### config.mk
export PLATFORM = sky130hd
export DESIGN_NAME = regfile_write_arbiter
export DESIGN_NICKNAME = d
export VERILOG_FILES = /design/src/rtl/regfile_write_arbiter.sv
export SDC_FILE = /design/constraint.sdc
export NUM_CORES = 1
export LEC_CHECK = 0
export ABC_CLOCK_PERIOD_IN_PS = 2200
export CAP_MARGIN = 15
export CORE_ASPECT_RATIO = 2
export CORE_UTILIZATION = 36
export CTS_BUF_LIST = sky130_fd_sc_hd__clkbuf_4 sky130_fd_sc_hd__clkbuf_8
export DETAILED_ROUTE_END_ITERATION = 6
export HOLD_SLACK_MARGIN = 0.15
export PLACE_DENSITY_LB_ADDON = 0.05
export SETUP_SLACK_MARGIN = 0.05
export SLEW_MARGIN = 20
export SYNTH_ARGS = -nofsm -noshare
export SYNTH_HDL_FRONTEND = slang
export SYNTH_SLANG_ARGS = --single-unit
### constraint.sdc
create_clock -name clock -period 2.2 [get_ports clock]
set_clock_uncertainty 0.2 [all_clocks]
set_input_delay 0.44 -clock clock [delete_from_list [all_inputs] [get_ports clock]]
set_output_delay 0.44 -clock clock [all_outputs]
set_load 0.03 [all_outputs]
### src/rtl/regfile_write_arbiter.sv
// Four-source arbiter (ALU, MEM, LINK, SP) for the single register-file write port.
// Define WRARB_ROUND_ROBIN_EN for round-robin arbitration; otherwise fixed priority LINK > MEM > SP > ALU.
module regfile_write_arbiter #(
    parameter int DATA_W      = 32,
    parameter int ADDR_W      = 6,
    parameter int STALL_CNT_W = 16
) (
    input  logic                     clock,
    input  logic                     reset,
    input  logic                     hold,
    input  logic [3:0]               req_valid,
    output logic [3:0]               req_ready,
    input  logic [4*ADDR_W-1:0]      req_addr,
    input  logic [4*DATA_W-1:0]      req_data,
    output logic                     wr_en,
    output logic [ADDR_W-1:0]        wr_addr,
    output logic [DATA_W-1:0]        wr_data,
    output logic [(1<<ADDR_W)-1:0]   pending_mask,
    output logic                     stall,
    output logic [STALL_CNT_W-1:0]   stall_cycles
);

    localparam int NUM_REQ = 4;
    localparam logic [ADDR_W-1:0] LINK_ADDR = ADDR_W'(1);
    localparam logic [ADDR_W-1:0] SP_ADDR   = ADDR_W'(2);

    logic [ADDR_W-1:0] eff_addr [NUM_REQ];
    logic [DATA_W-1:0] req_word [NUM_REQ];
    logic [1:0]        grant_idx;
    logic              grant_found;
    logic              any_grant;
    logic [ADDR_W-1:0] sel_addr;
    logic [DATA_W-1:0] sel_data;

    // LINK and SP have architecturally fixed destinations; their address slices are ignored.
    logic unused_addr_bits;
    assign unused_addr_bits = ^req_addr[4*ADDR_W-1:2*ADDR_W];

    generate
        for (genvar gi = 0; gi < NUM_REQ; gi++) begin : g_req
            assign req_word[gi] = req_data[gi*DATA_W +: DATA_W];
            if (gi == 2) begin : g_link
                assign eff_addr[gi] = LINK_ADDR;
            end else if (gi == 3) begin : g_sp
                assign eff_addr[gi] = SP_ADDR;
            end else begin : g_slice
                assign eff_addr[gi] = req_addr[gi*ADDR_W +: ADDR_W];
            end
        end
    endgenerate

`ifdef WRARB_ROUND_ROBIN_EN
    logic [1:0] rr_ptr;
    logic [1:0] scan_idx;

    // Search upward from rr_ptr, wrapping mod 4; first valid requester wins.
    always_comb begin
        grant_idx   = 2'd0;
        grant_found = 1'b0;
        scan_idx    = rr_ptr;
        for (int k = 0; k < NUM_REQ; k++) begin
            scan_idx = rr_ptr + 2'(k);
            if (!grant_found && req_valid[scan_idx]) begin
                grant_found = 1'b1;
                grant_idx   = scan_idx;
            end
        end
    end

    always_ff @(posedge clock or posedge reset) begin
        if (reset) begin
            rr_ptr <= 2'd0;
        end else if (any_grant) begin
            rr_ptr <= grant_idx + 2'd1;
        end
    end
`else
    always_comb begin
        grant_idx   = 2'd0;
        grant_found = 1'b1;
        if (req_valid[2]) begin
            grant_idx = 2'd2;
        end else if (req_valid[1]) begin
            grant_idx = 2'd1;
        end else if (req_valid[3]) begin
            grant_idx = 2'd3;
        end else if (req_valid[0]) begin
            grant_idx = 2'd0;
        end else begin
            grant_found = 1'b0;
        end
    end
`endif

    always_comb begin
        req_ready = 4'b0000;
        if (!hold && grant_found) begin
            req_ready[grant_idx] = 1'b1;
        end
    end

    assign any_grant = |req_ready;
    assign stall     = |(req_valid & ~req_ready);
    assign sel_addr  = eff_addr[grant_idx];
    assign sel_data  = req_word[grant_idx];

    // Writes to register 0 are accepted but never reach the bank.
    always_ff @(posedge clock or posedge reset) begin
        if (reset) begin
            wr_en   <= 1'b0;
            wr_addr <= '0;
            wr_data <= '0;
        end else if (any_grant) begin
            wr_en   <= (sel_addr != '0);
            wr_addr <= sel_addr;
            wr_data <= sel_data;
        end else begin
            wr_en   <= 1'b0;
        end
    end

    always_comb begin
        pending_mask = '0;
        for (int i = 0; i < NUM_REQ; i++) begin
            if (req_valid[i]) begin
                pending_mask[eff_addr[i]] = 1'b1;
            end
        end
        if (wr_en) begin
            pending_mask[wr_addr] = 1'b1;
        end
        pending_mask[0] = 1'b0;
    end

    always_ff @(posedge clock or posedge reset) begin
        if (reset) begin
            stall_cycles <= '0;
        end else if (stall && (stall_cycles != '1)) begin
            stall_cycles <= stall_cycles + STALL_CNT_W'(1);
        end
    end

endmodule

; Word-level counts from Yosys, hierarchy flattened
; Index checks and enable logic that the tools add are counted.
[totals]
romBits = 0
elab_cells = 58
out_inout_bits = 124
memories = 0
ram_bits = 0
latch_bits = 0
regBits = 55
in_bits = 159
[classes]
n_bitwise = 5
n_lt_le_gt_ge = 9
eq_ne = 1
add_sub_neg = 1
multipliers = 0
mux = 28
shift = 0
div = 0
reduce_logical = 10
[ops]
columns = op, count
row1 = $mux W64, 3
row2 = $or A64 B64 Y64, 2
row3 = $bmux W32 S2, 1
row4 = $mux W32, 2
row5 = $lt A6 B7 Y1 const B, 3
row6 = $demux W1 S6, 3
row7 = $ge A6 B1 Y1 const B, 3
row8 = $add A16 B1 Y16 const B, 1
row9 = $ne A16 B16 Y1 const B, 1
row10 = $bmux W6 S2, 1
row11 = $mux W6, 2
row12 = $mux W1, 9
row13 = $mux W2, 4
row14 = $reduce_or A4 Y1, 2
row15 = $logic_and A1 B1 Y1, 6
row16 = $reduce_bool A6 Y1, 1
row17 = $and A4 B4 Y4, 1
row18 = $mux W4, 1
row19 = $not A4 Y4, 1
row20 = $ge A3 B3 Y1 const B, 1
row21 = $lt A2 B3 Y1 const B, 1
row22 = $mux W3, 1
row23 = $not A2 Y3, 1
row24 = $demux W1 S2, 1
row25 = other kinds (2), 2

; Longest topological paths before layout
[logic_depth]
depth_word = 12
ltp_mapped = 7
depth_no_buf = 5

; Worst setup path after synthesis
; No wires, ideal clock.
[synth_timing]
path_type = in2out
from = in req_valid[1]
to = out pending_mask[12]
required_ns = 1.560
arrival_ns = 2.168
slack_ns = -0.608
stages = 6
path_buffers = 4
path_cell_list = clkbuf_1 clkbuf_1 buf_2 buf_2 nand2_1 o21ai_0
[synth_via]
elab_chain_cells = 3
[synth_lines]
columns = item, line
row1 = from (decl), 11  ; input logic [3:0] req_valid,
row2 = $mux W64 *, 125  ; if (req_valid[i]) begin
row3 = $or A64 B64 Y64 (no line), -
row4 = $mux W64 *, 129  ; if (wr_en) begin
row5 = to (decl), 18  ; output logic [(1<<ADDR_W)-1:0] pending_mask,
; Every way passes the cells marked *; elsewhere a longest branch is shown, timed or not.

; Final worst setup path
[layout_timing]
from = reg wr_addr[1]
to = out pending_mask[56]
[layout_via]
elab_chain_cells = 6
word_cells_on_any_way = 7
cone_classes = 2 x order compare / 3 x mux / 1 x bitwise / 1 x reduce/logical
[layout_lines]
columns = item, line
row1 = from (decl), 16  ; output logic [ADDR_W-1:0] wr_addr,
row2 = from (signal assigned), 115  ; wr_addr <= sel_addr;
row3 = $lt A6 B7 Y1 (implied by the code) / $ge A6 B1 Y1 (equally long branches), 130  ; pending_mask[wr_addr] = 1'b1;
row4 = $logic_and A1 B1 Y1 (implied by the code), 130
row5 = $mux W1 (implied by the code), 130
row6 = $demux W1 S6 *, 130
row7 = $or A64 B64 Y64 (no line) *, -
row8 = $mux W64 *, 129
; Marks and branches as above.

==> run summary <==
For the global routing usage summed across all routing layers, the log shows 0.339. Of all nets on the critical path, the largest fanout is 7. The final design utilization was 0.762; the layout overhead on the synthesized area was 105%. The number of sinks on the clock net came out at 55. The run gives 2 as the H-tree depth.

The async set-reset flop share out of synthesis is 1.00, and the final count of hold timing violations is 0. The data required time at the worst endpoint came out at 1.56 ns. Yosys attributes the largest share of cell area to sky130_fd_sc_hd__dfrtp_1 (27%), sky130_fd_sc_hd__nand2_1 (10%), sky130_fd_sc_hd__a22oi_1 (8.7%). The critical path arrival is 1.81 ns, and the total of buffers placed on input and output ports is 269.

The run gives 648 as the number of instances in the synthesized netlist. The post-synthesis cell type count came out at 59. The run finished, with violations left. The final setup violation count was 63; the post-route DRC violation count was 0. Final number of max-transition violations: 0. The most common flop cell mapped by yosys is sky130_fd_sc_hd__dfrtp_1.

The total number of yosys warnings is 0. The initial antenna violation count was 0. The first global-routing pass estimated 37700 um of wire. The width of the chip came out at 85.6 um. The critical path is of the flop to primary output type.

The worst max-slew margin expressed relative to the limit was 0.538. The number of nets handed over by synthesis was 808. The tool flagged a number of max-cap violations equal to 0. The repair_antennas step left the layout with diodes totalling 0. The maximum number of pins on one net before global-route repair was 56; the final worst setup slack was -0.253 ns. The post-synthesis instance area was 5030 sq um; the maximum clock insertion buffer count was 2. Dividing the synthesized area by the synthesized cell count gives 7.76 sq um.

Fraction of the cycle the final worst path needs: 1.11. The floorplan step defined a core boundary enclosing 13500 sq um. For the total wirelength of the detailed-routed design, the log shows 25000 um.

The remaining antenna violation count after routing came out at 0. At the end of routability-driven placement, the weighted congestion stood at 0.967. The die is 169 um tall.

STA classifies the critical path endpoint as a primary output. I/O pin total: 283. The classification of the worst-slack hold path is input port to async pin. After detailed placement, the design holds a cell count of 1133. At the pin with the least slew margin, the transition time is 0.691 ns. The routed design could run at a clock period as short as 2.45 ns. Clock-pin slew was measured on the worst setup and hold paths at 0.10 ns. Summed over all instances, the cell type with the most area after synthesis is sky130_fd_sc_hd__dfrtp_1.

For this run, the post-layout net count is 1198. The clock latency at the later pin of the worst-skew pair is 0.31 ns. The run gives 599 uV as the maximum vdd ir drop.

The detailed router finished its first iteration with 249 violations. Summed over all cells, the static leakage comes to 0.00466 uW. Counting the buffers created by CTS gives 5.

After the flow finishes, the layout carries non-filler instances totaling 1194. The tools report the sequential fraction of the synthesis area as 0.274. The ratio of cells with drive above 1 in the final layout was 0.417. STA classifies the critical path startpoint as a flop. TritonCTS built the clock tree. The total via count after detailed routing is 6941, and the number of flip-flops and latches in the synthesized netlist is 55.

The cell sitting at the root of the clock tree is a sky130_fd_sc_hd__clkbuf_8. For the row count, the log shows 60. Using the TritonRoute via totals, the vias-per-cell ratio works out to 5.81. The total die area was 14500 sq um; the per-cell routed wire length was 21.0 um.

The number of global-route vias before repair is 7095. The share of the synthesized area in the top cell type was 0.274. In this run, synthesis inferred 0 flip-flops with an integrated enable. The final reports fail on negative setup slack. The first TritonRoute pass finished after 7 iterations.

The starting density of the core came out at 0.372. Setup repair after global routing could not meet its margin everywhere. Detailed placement ended at an HPWL of 19400 um. The total congestion overflow was 0.

The fmax came out at 408 MHz. In this run the power density over the cells is 420 nW/um^2.
-- path summary, 6_finish.rpt --
| kind | start | to | slack (ns) | depth (start not counted) |
|---|---|---|---|---|
| max | wr_addr[1]$_DFFE_PP0P_ | pending_mask[56] | -0.25 | 6 |
| min | reset | wr_data[9]$_DFFE_PP0P_ | 0.28 | 3 |
| max reg2reg | stall_cycles[12]$_DFFE_PP0P_ | stall_cycles[9]$_DFFE_PP0P_ | 0.17 | 5 |
| min reg2reg | wr_data[16]$_DFFE_PP0P_ | wr_data[16]$_DFFE_PP0P_ | 0.28 | 2 |
| max in group asynchronous | reset | wr_addr[1]$_DFFE_PP0P_ | 1.25 | 3 |
| min in group clock | wr_data[16]$_DFFE_PP0P_ | wr_data[16]$_DFFE_PP0P_ | 0.29 | 2 |
-- critical path, cell delays in order (launching register included) --
cell and delay (ns):
sky130_fd_sc_hd__dfrtp_2 0.51, sky130_fd_sc_hd__buf_6 0.15, sky130_fd_sc_hd__nor3_4 0.04, sky130_fd_sc_hd__buf_6 0.14
sky130_fd_sc_hd__a222oi_1 0.40, sky130_fd_sc_hd__inv_1 0.11, sky130_fd_sc_hd__buf_6 0.16
-- through the flow --
stage	power (uW)	cell area [sq um]	TNS, ns	worst slack (ns)	hold slack [ns]
after floorplan	2360	5300	-0.207	-0.0642	0.425
after global placement	3370	8850	-35.74	-0.620	0.267
after detailed placement	3430	8850	-38.54	-0.641	0.277
after CTS	4260	9990	-8.92	-0.266	0.293
after global routing	4530	10300	-12.39	-0.288	0.326
final	4330	10300	-9.00	-0.253	0.285
-- Yosys cell counts (all sizes together) (2+ instances only) --
cell / count
a21oi: 3
nor4: 9
a221o: 2
nor3: 15
nor2b: 5
xor2: 11
nand4: 8
nand3: 12
and2: 18
o21ai: 73
mux2i: 40
a211o: 3
a22o: 2
or3: 2
nor2: 17
a31o: 2
nand2b: 4
a32oi: 24
and3b: 13
inv: 10
xnor2: 4
mux2: 15
or4: 3
nor4b: 3
buf: 23
dfrtp: 55
nand2: 137
a22oi: 58
clkbuf: 35
o211ai: 6
and3: 5
nor3b: 17
-- logic make-up after synthesis --
group	count (synthesis)	synth area share
simple gates	271	0.280
other cells	1	0.000746
flops	55	0.274
xor+xnor	15	0.0261
mux	55	0.113
fa+ha+maj	2	0.00448
compound gates	181	0.244
buf+inv	68	0.0582
-- cell usage in the layout, fill, tap and decap left out, drive strengths merged, types with 2 or more instances in the layout --
cell type      count
and3b             13
mux2i             40
clkdlybuf4s15      3
nand2            137
nor3              15
dlymetal6s2s       5
xnor2              4
or4                3
nand2b             4
and2              18
a211o              3
dfrtp             55
a31o               2
nand4              8
o211ai             6
mux2              15
clkbuf             9
inv               10
nand3             12
a221o              2
o21ai             73
nor4b              3
nor2b              5
nor3b             17
clkdlybuf4s50    167
nor4               9
or3                2
dlygate4sd2       12
a21oi              3
a22oi             58
xor2              11
a22o               2
and3               5
nor2              17
buf              253
a32oi             24
-- report_power, final --
part           switching [uW]  internal, uW
sequential                187          1170
clock                     330           301
combinational            1220          1120
-- what timing repair did --
action,4_1_cts,5_1_grt
endpoints found under the setup margin,82,72
gates resized for setup,268,62
pin swaps,84,41
cloned,0,0
setup buffers,38,21
hold buffers,0,0
-- layout make-up --
type / instances / area, sq um
clock buffers: 8 / 104
fillers: 1000 / 3210
inverters: 10 / 37.5
multi-input cells: 525 / 4110
flip-flops and latches: 55 / 1390
well taps: 155 / 194
repair buffers: 441 / 4470
-- state kept, by name (all words and copies together) (netlist names) --
signal,count
wr_en,1
stall_cycles,16
wr_addr,6
wr_data,32
-- routing by layer --
metal	track usage	share of wire
met1	0.322	0.33
met2	0.647	0.55
met3	0.0419	0.048
met4	0.248	0.069
met5	0	0
No activity file was read; power rests on OpenSTA's default activity.
